==> config.mk <==
export PLATFORM = sky130hd
export DESIGN_NAME = ppu_bg_fetch_sequencer_flat
export DESIGN_NICKNAME = d
export VERILOG_FILES = /design/src/rtl/ppu_pkg.sv /design/src/rtl/ppu_bg_fetch_sequencer_if.sv /design/src/rtl/ppu_fetch_address.sv /design/src/rtl/ppu_bg_fetch_sequencer.sv /design/src/flat_wrapper.sv
export SDC_FILE = /design/constraint.sdc
export NUM_CORES = 1
export LEC_CHECK = 0
export BUFFER_PORTS_ARGS = -buffer_cell sky130_fd_sc_hd__buf_4
export CORE_MARGIN = 2
export CORE_UTILIZATION = 45
export CTS_CLUSTER_DIAMETER = 60
export DETAILED_ROUTE_END_ITERATION = 8
export PLACE_DENSITY_LB_ADDON = 0.05
export SYNTH_ARGS = -nofsm -noshare
export SYNTH_HDL_FRONTEND = slang
export SYNTH_SLANG_ARGS = --single-unit
==> constraint.sdc <==
create_clock -name i_clk -period 2.5 [get_ports i_clk]
set_input_delay 0.375 -clock i_clk [delete_from_list [all_inputs] [get_ports i_clk]]
set_output_delay 0.375 -clock i_clk [all_outputs]
set_load 0.02 [all_outputs]
==> src/rtl/ppu_pkg.sv <==
// Shared constants for the PPU background fetch sequencer: fetch phases,
// bus base addresses and the pattern high-plane offset.
package ppu_pkg;

   localparam int unsigned V_W     = 15;
   localparam int unsigned ADDR_W  = 14;
   localparam int unsigned DATA_W  = 8;
   localparam int unsigned PHASE_W = 3;
   localparam int unsigned ATTR_W  = 2;

   // Two dots per fetch: address on the even dot, read/latch on the odd dot
   typedef enum logic [PHASE_W-1:0] {
      NT_0  = 3'd0,
      NT_1  = 3'd1,
      AT_0  = 3'd2,
      AT_1  = 3'd3,
      PTL_0 = 3'd4,
      PTL_1 = 3'd5,
      PTH_0 = 3'd6,
      PTH_1 = 3'd7
   } phase_e;

   localparam logic [ADDR_W-1:0] NT_BASE    = 14'h2000;
   localparam logic [ADDR_W-1:0] AT_BASE    = 14'h23C0;
   localparam logic [ADDR_W-1:0] PTH_OFFSET = 14'h0008;

endpackage

==> src/rtl/ppu_bg_fetch_sequencer_if.sv <==
// Bus bundle between the background fetch sequencer and its environment.
interface ppu_bg_fetch_sequencer_if;
   import ppu_pkg::*;

   logic                i_ce;
   logic                i_fetch_en;
   logic [V_W-1:0]      i_v;
   logic                i_bg_table;
   logic [DATA_W-1:0]   i_data;
   logic [ADDR_W-1:0]   o_address;
   logic                o_rd;
   logic [PHASE_W-1:0]  o_phase;
   logic [DATA_W-1:0]   o_tile_id;
   logic [ATTR_W-1:0]   o_attr;
   logic [DATA_W-1:0]   o_pattern_lo;
   logic [DATA_W-1:0]   o_pattern_hi;
   logic                o_load_shifters;
   logic                o_inc_coarse_x;

   modport master (
      output i_ce, i_fetch_en, i_v, i_bg_table, i_data,
      input  o_address, o_rd, o_phase, o_tile_id, o_attr,
             o_pattern_lo, o_pattern_hi, o_load_shifters, o_inc_coarse_x
   );

   modport slave (
      input  i_ce, i_fetch_en, i_v, i_bg_table, i_data,
      output o_address, o_rd, o_phase, o_tile_id, o_attr,
             o_pattern_lo, o_pattern_hi, o_load_shifters, o_inc_coarse_x
   );

endinterface

==> src/rtl/ppu_fetch_address.sv <==
// Combinational PPU bus address for a background fetch phase.
module ppu_fetch_address
   import ppu_pkg::*;
(
   input  logic [PHASE_W-1:0] phase,
   input  logic [V_W-1:0]     v,
   input  logic [DATA_W-1:0]  tile_id,
   input  logic               bg_table,
   output logic [ADDR_W-1:0]  address
);

   logic [ADDR_W-1:0] pt_lo_c;

   always_comb begin
      pt_lo_c = ADDR_W'({bg_table, tile_id, 1'b0, v[14:12]});
      address = NT_BASE | ADDR_W'(v[11:0]);
      case (phase)
         NT_0, NT_1:   address = NT_BASE | ADDR_W'(v[11:0]);
         // One attribute byte covers a 4x4 tile block: nametable, coarse Y/4, coarse X/4
         AT_0, AT_1:   address = AT_BASE | ADDR_W'({v[11:10], 4'b0000, v[9:7], v[4:2]});
         PTL_0, PTL_1: address = pt_lo_c;
         PTH_0, PTH_1: address = pt_lo_c | PTH_OFFSET;
         default:      address = NT_BASE | ADDR_W'(v[11:0]);
      endcase
   end

endmodule

==> src/rtl/ppu_bg_fetch_sequencer.sv <==
// Background tile fetch sequencer: eight-dot phase counter, fetch latches
// and the shifter-load / coarse-X increment pulse.
module ppu_bg_fetch_sequencer
   import ppu_pkg::*;
(
   input  logic                     i_clk,
   input  logic                     i_reset_n,
   ppu_bg_fetch_sequencer_if.slave  bus
);

   logic [PHASE_W-1:0] phase_q, phase_d;
   logic [DATA_W-1:0]  tile_id_q, tile_id_d;
   logic [ATTR_W-1:0]  attr_q, attr_d;
   logic [DATA_W-1:0]  pat_lo_q, pat_lo_d;
   logic [DATA_W-1:0]  pat_hi_q, pat_hi_d;
   logic               load_q, load_d;
   logic [ATTR_W-1:0]  attr_sel_c;
   logic [PHASE_W-1:0] addr_phase_c;

   // Quadrant of the attribute byte chosen by coarse Y bit 1 and coarse X bit 1
   always_comb begin
      attr_sel_c = bus.i_data[1:0];
      case ({bus.i_v[6], bus.i_v[1]})
         2'b00:   attr_sel_c = bus.i_data[1:0];
         2'b01:   attr_sel_c = bus.i_data[3:2];
         2'b10:   attr_sel_c = bus.i_data[5:4];
         2'b11:   attr_sel_c = bus.i_data[7:6];
         default: attr_sel_c = bus.i_data[1:0];
      endcase
   end

   // Next-state: phase advance and latching only on dot-enable edges
   always_comb begin
      phase_d   = phase_q;
      tile_id_d = tile_id_q;
      attr_d    = attr_q;
      pat_lo_d  = pat_lo_q;
      pat_hi_d  = pat_hi_q;
      load_d    = 1'b0;
      if (bus.i_ce) begin
         if (!bus.i_fetch_en) begin
            phase_d = NT_0;
         end else begin
            phase_d = PHASE_W'(phase_q + PHASE_W'(1));
            case (phase_q)
               NT_1:  tile_id_d = bus.i_data;
               AT_1:  attr_d    = attr_sel_c;
               PTL_1: pat_lo_d  = bus.i_data;
               PTH_1: begin
                  pat_hi_d = bus.i_data;
                  load_d   = 1'b1;
               end
               default: ;
            endcase
         end
      end
   end

   // Pulse flop updates every clock so it clears even when the dot is stalled
   always_ff @(posedge i_clk or negedge i_reset_n) begin
      if (!i_reset_n) begin
         phase_q   <= NT_0;
         tile_id_q <= '0;
         attr_q    <= '0;
         pat_lo_q  <= '0;
         pat_hi_q  <= '0;
         load_q    <= 1'b0;
      end else begin
         phase_q   <= phase_d;
         tile_id_q <= tile_id_d;
         attr_q    <= attr_d;
         pat_lo_q  <= pat_lo_d;
         pat_hi_q  <= pat_hi_d;
         load_q    <= load_d;
      end
   end

   assign addr_phase_c = bus.i_fetch_en ? phase_q : NT_0;

   ppu_fetch_address u_fetch_address (
      .phase    (addr_phase_c),
      .v        (bus.i_v),
      .tile_id  (tile_id_q),
      .bg_table (bus.i_bg_table),
      .address  (bus.o_address)
   );

   assign bus.o_rd            = bus.i_fetch_en & phase_q[0];
   assign bus.o_phase         = phase_q;
   assign bus.o_tile_id       = tile_id_q;
   assign bus.o_attr          = attr_q;
   assign bus.o_pattern_lo    = pat_lo_q;
   assign bus.o_pattern_hi    = pat_hi_q;
   assign bus.o_load_shifters = load_q;
   assign bus.o_inc_coarse_x  = load_q;

endmodule

==> src/flat_wrapper.sv <==
// flat-port wrapper written by rule: the top's interface ports become plain ports
module ppu_bg_fetch_sequencer_flat import ppu_pkg::*;
  (i_clk, i_reset_n, bus_i_ce, bus_i_fetch_en, bus_i_v, bus_i_bg_table, bus_i_data, bus_o_address, bus_o_rd, bus_o_phase, bus_o_tile_id, bus_o_attr, bus_o_pattern_lo, bus_o_pattern_hi, bus_o_load_shifters, bus_o_inc_coarse_x);
  ppu_bg_fetch_sequencer_if bus_i ();
  input  logic i_clk;
  input  logic i_reset_n;
  input wire logic [$bits(bus_i.i_ce)-1:0] bus_i_ce;
  input wire logic [$bits(bus_i.i_fetch_en)-1:0] bus_i_fetch_en;
  input wire logic [$bits(bus_i.i_v)-1:0] bus_i_v;
  input wire logic [$bits(bus_i.i_bg_table)-1:0] bus_i_bg_table;
  input wire logic [$bits(bus_i.i_data)-1:0] bus_i_data;
  output wire logic [$bits(bus_i.o_address)-1:0] bus_o_address;
  output wire logic [$bits(bus_i.o_rd)-1:0] bus_o_rd;
  output wire logic [$bits(bus_i.o_phase)-1:0] bus_o_phase;
  output wire logic [$bits(bus_i.o_tile_id)-1:0] bus_o_tile_id;
  output wire logic [$bits(bus_i.o_attr)-1:0] bus_o_attr;
  output wire logic [$bits(bus_i.o_pattern_lo)-1:0] bus_o_pattern_lo;
  output wire logic [$bits(bus_i.o_pattern_hi)-1:0] bus_o_pattern_hi;
  output wire logic [$bits(bus_i.o_load_shifters)-1:0] bus_o_load_shifters;
  output wire logic [$bits(bus_i.o_inc_coarse_x)-1:0] bus_o_inc_coarse_x;
  assign bus_i.i_ce = bus_i_ce;
  assign bus_i.i_fetch_en = bus_i_fetch_en;
  assign bus_i.i_v = bus_i_v;
  assign bus_i.i_bg_table = bus_i_bg_table;
  assign bus_i.i_data = bus_i_data;
  assign bus_o_address = bus_i.o_address;
  assign bus_o_rd = bus_i.o_rd;
  assign bus_o_phase = bus_i.o_phase;
  assign bus_o_tile_id = bus_i.o_tile_id;
  assign bus_o_attr = bus_i.o_attr;
  assign bus_o_pattern_lo = bus_i.o_pattern_lo;
  assign bus_o_pattern_hi = bus_i.o_pattern_hi;
  assign bus_o_load_shifters = bus_i.o_load_shifters;
  assign bus_o_inc_coarse_x = bus_i.o_inc_coarse_x;
  ppu_bg_fetch_sequencer u_core (.i_clk(i_clk), .i_reset_n(i_reset_n), .bus(bus_i));
endmodule
==> flow_summary.rst <==
.. list-table::
   :header-rows: 1

   * - Metric
     - Value
   * - Classification of the worst setup path
     - reg -> out
   * - GRT Overall Usage
     - 20.69%
   * - Net count after synthesis
     - 136
   * - Setup repair after global routing missed its margin
     - no
   * - TritonCTS Buffers
     - 5
   * - Y dimension of the die
     - 60.87 um
   * - Total count of max-transition violations in the final report
     - 0
   * - Detail-routed via count per cell
     - 5.204
   * - Final hold violation count
     - 0
   * - Number of H-tree branching levels
     - 2
   * - Number of setup buffers added after CTS
     - 0
   * - GRT Residual Overflow
     - 0
   * - Vias
     - 1171
   * - Largest net degree at the start of global routing
     - 31
   * - Number of nets in the finished design
     - 212
   * - Final weighted congestion in routability-driven placement
     - 0.7535
   * - Routed wirelength normalized by instance count
     - 15.71 um
   * - Clock network latency to the later pin of the worst-skew pair
     - 0.32 ns
   * - CTS clk-pin slew, worst paths
     - 0.09 ns
   * - Maximum fanout encountered on the critical timing path
     - 15
   * - Number of storage elements in the synthesis netlist
     - 30
   * - Minimum clock period after layout
     - 2.104 ns
   * - Die boundary width
     - 60.87 um
   * - Worst clock skew
     - 0.004740 ns
   * - Number of buffers inserted by port buffering
     - 73
   * - Post-placement cell count
     - 216
   * - Actual slew at the worst max-slew pin
     - 0.4362 ns
   * - Relative max-transition margin
     - 70.92%
   * - Initial Util
     - 47.66%
   * - Portion of the post-synthesis area used by sequential elements
     - 51.59%
   * - Routed wire length
     - 3535 um
   * - Drc violations
     - 0
   * - Length of the first detailed-routing pass in iterations
     - 4
   * - Fraction of final layout cells sized beyond drive strength 1
     - 61.88%
   * - Number of antenna-violating nets in the routed design
     - 0
   * - Post-Synthesis Cell Area
     - 1455 um^2
   * - Number of cell rows
     - 20
   * - Leading cell type in the layout, fill and taps excluded
     - sky130_fd_sc_hd__buf_4
   * - Sum of negative setup slack
     - 0 ns
   * - Leading cell types in the layout, fill and taps excluded
     - 73 x sky130_fd_sc_hd__buf_4, 30 x sky130_fd_sc_hd__dfrtp_1, 28 x sky130_fd_sc_hd__mux2_2
   * - Pwr/cell area
     - 769.6 nW/um^2
   * - Non-filler cells in the finished layout
     - 225
   * - Highest Clock Rate
     - 475.3 MHz
   * - Syn avg cell area
     - 13.99 um^2
   * - Starting DRC count in detailed routing
     - 58
   * - Layout overhead on the synthesized area
     - 44.28%
   * - # clock sinks
     - 30
   * - Startpoint types
     - flip-flop
   * - Via count of the first global-routing pass
     - 1092
   * - Layout fillers
     - 237
   * - Number of instances in the synthesized netlist
     - 104
   * - Floorplan core area
     - 3053 um^2
   * - Clock tree from TritonCTS
     - built
   * - Arrival @ worst endpoint
     - 1.73 ns
   * - Crit. End Element
     - output pin
   * - Maximum root-to-sink buffer count
     - 2
   * - Yosys warning total
     - 0
   * - Setup-violating endpoint count in the final report
     - 0
   * - Floorplan die area
     - 3705 um^2
   * - Lkg Pwr
     - 1.107 nW
   * - Antenna violations before repair
     - 0
   * - Worst min-delay path category
     - in -> reg
   * - Required time worst endpoint
     - 2.12 ns
   * - Largest voltage drop on the vdd net
     - 0.4632 mV
   * - Final antenna diode count
     - 0
   * - Root Buffer Master
     - sky130_fd_sc_hd__clkbuf_4
   * - Design Power
     - 1.616 mW
   * - Run status
     - completed
   * - Boundary Pins
     - 74
   * - Max-cap violations
     - 0
   * - Final period util
     - 84.17%
   * - Distinct cell type count after synthesis
     - 25
   * - Wire length of the first global-routing pass
     - 5388 um
[metrics by stage]
stage          cell area, um^2  worst slack [ns]  util, %  hold slack [ns]
3_3_place_gp              2029            0.8225    66.48           0.3143
6_report                  2100            0.3959    68.77           0.3008
3_5_place_dp              2029            0.7507    66.48           0.3194
5_1_grt                   2100            0.2913    68.77           0.2898
4_1_cts                   2100            0.3805    68.77           0.2904
2_1_floorplan             1455            0.7339        -          0.07941
[synthesized netlist by cell type, drive strengths merged]
master  number  area (um^2)
a22o        10        88.84
and2         1        6.260
and3         1        6.260
buf          4        25.02
clkbuf       1        3.750
dfrtp       30        750.7
ha           4        50.05
inv          3        11.26
mux2        28        315.3
mux2i        1        10.01
mux4         2        52.55
nand2        4        15.01
nand3        2        15.01
nand3b       1        7.510
nand4        2        25.02
nor2b        1        6.260
o211ai       1        7.510
o21a         1        7.510
o21ai        2        10.00
o22a         4        35.03
o22ai        1        6.260
[repair_timing]
action	CTS	global route
endpoints found under the hold margin	30	0
gates resized for setup	0	0
hold buffers	1	0
[final cells by class]
type	count	area (um^2)	area share, %
flip-flops and latches	30	750.7	35.76
multi-input cells	66	664.4	31.64
repair buffers	74	558.0	26.58
clock buffers	7	55.05	2.622
well taps	44	55.05	2.622
inverters	3	11.26	0.5364
clock inverters	1	5.005	0.2384
[power breakdown]
part	switching (mW)	leakage, nW	total [mW]	internal [mW]
registers	0.0897	0.394	0.685	0.596
logic	0.319	0.678	0.637	0.318
clock network	0.157	0.0353	0.293	0.136
[worst max-delay path: stages, from the launching register on]
cell,delay (ns)
sky130_fd_sc_hd__dfrtp_1,0.62
sky130_fd_sc_hd__nand2_1,0.28
sky130_fd_sc_hd__mux2_2,0.35
sky130_fd_sc_hd__buf_4,0.16
[state kept, by name (all words and copies together), names as in the netlist]
name,count
u_core.bus.o_attr,2
u_core.bus.o_inc_coarse_x,1
u_core.bus.o_pattern_hi,8
u_core.bus.o_pattern_lo,8
u_core.bus.o_phase,3
u_core.bus.o_tile_id,8
[per-layer routing]
layer	GRT usage [%]	vias to the layer above	share of wire, %	wire length, um
li1	-	544	-	-
met1	24.93	578	40	1411
met2	35.02	42	52	1833
met3	6.397	7	6.8	242
met4	7.453	0	1.4	48
met5	0	-	0	0
[logic make-up (layout without fill, tap and decap cells)]
kind of cell | count (synthesis) | in the layout | share of synthesized area, %
buffers and inverters | 8 | 85 | 2.751
muxes | 31 | 31 | 25.97
adders and majority gates | 4 | 4 | 3.440
and+or+nand+nor | 12 | 12 | 5.589
AOI/OAI and AO/OA | 19 | 19 | 10.66
DFF | 30 | 30 | 51.59
[worst paths after layout]
path	start	depth (start not counted)	endpoint	slack [ns]
max	u_core.bus.o_phase[2]	3	bus_o_address[10]	0.40
min	bus_i_data[2]	2	u_core.bus.o_pattern_hi[2]	0.30
max reg2reg	u_core.bus.o_phase[1]	4	u_core.bus.o_pattern_hi[3]	0.89
min reg2reg	u_core.bus.o_pattern_hi[7]	1	u_core.bus.o_pattern_hi[7]	0.51
max in group asynchronous	i_reset_n	2	u_core.bus.o_pattern_lo[1]	1.71
min in group asynchronous	i_reset_n	2	u_core.bus.o_phase[1]	0.50
Note: power is estimated with default switching activity, not from simulation.
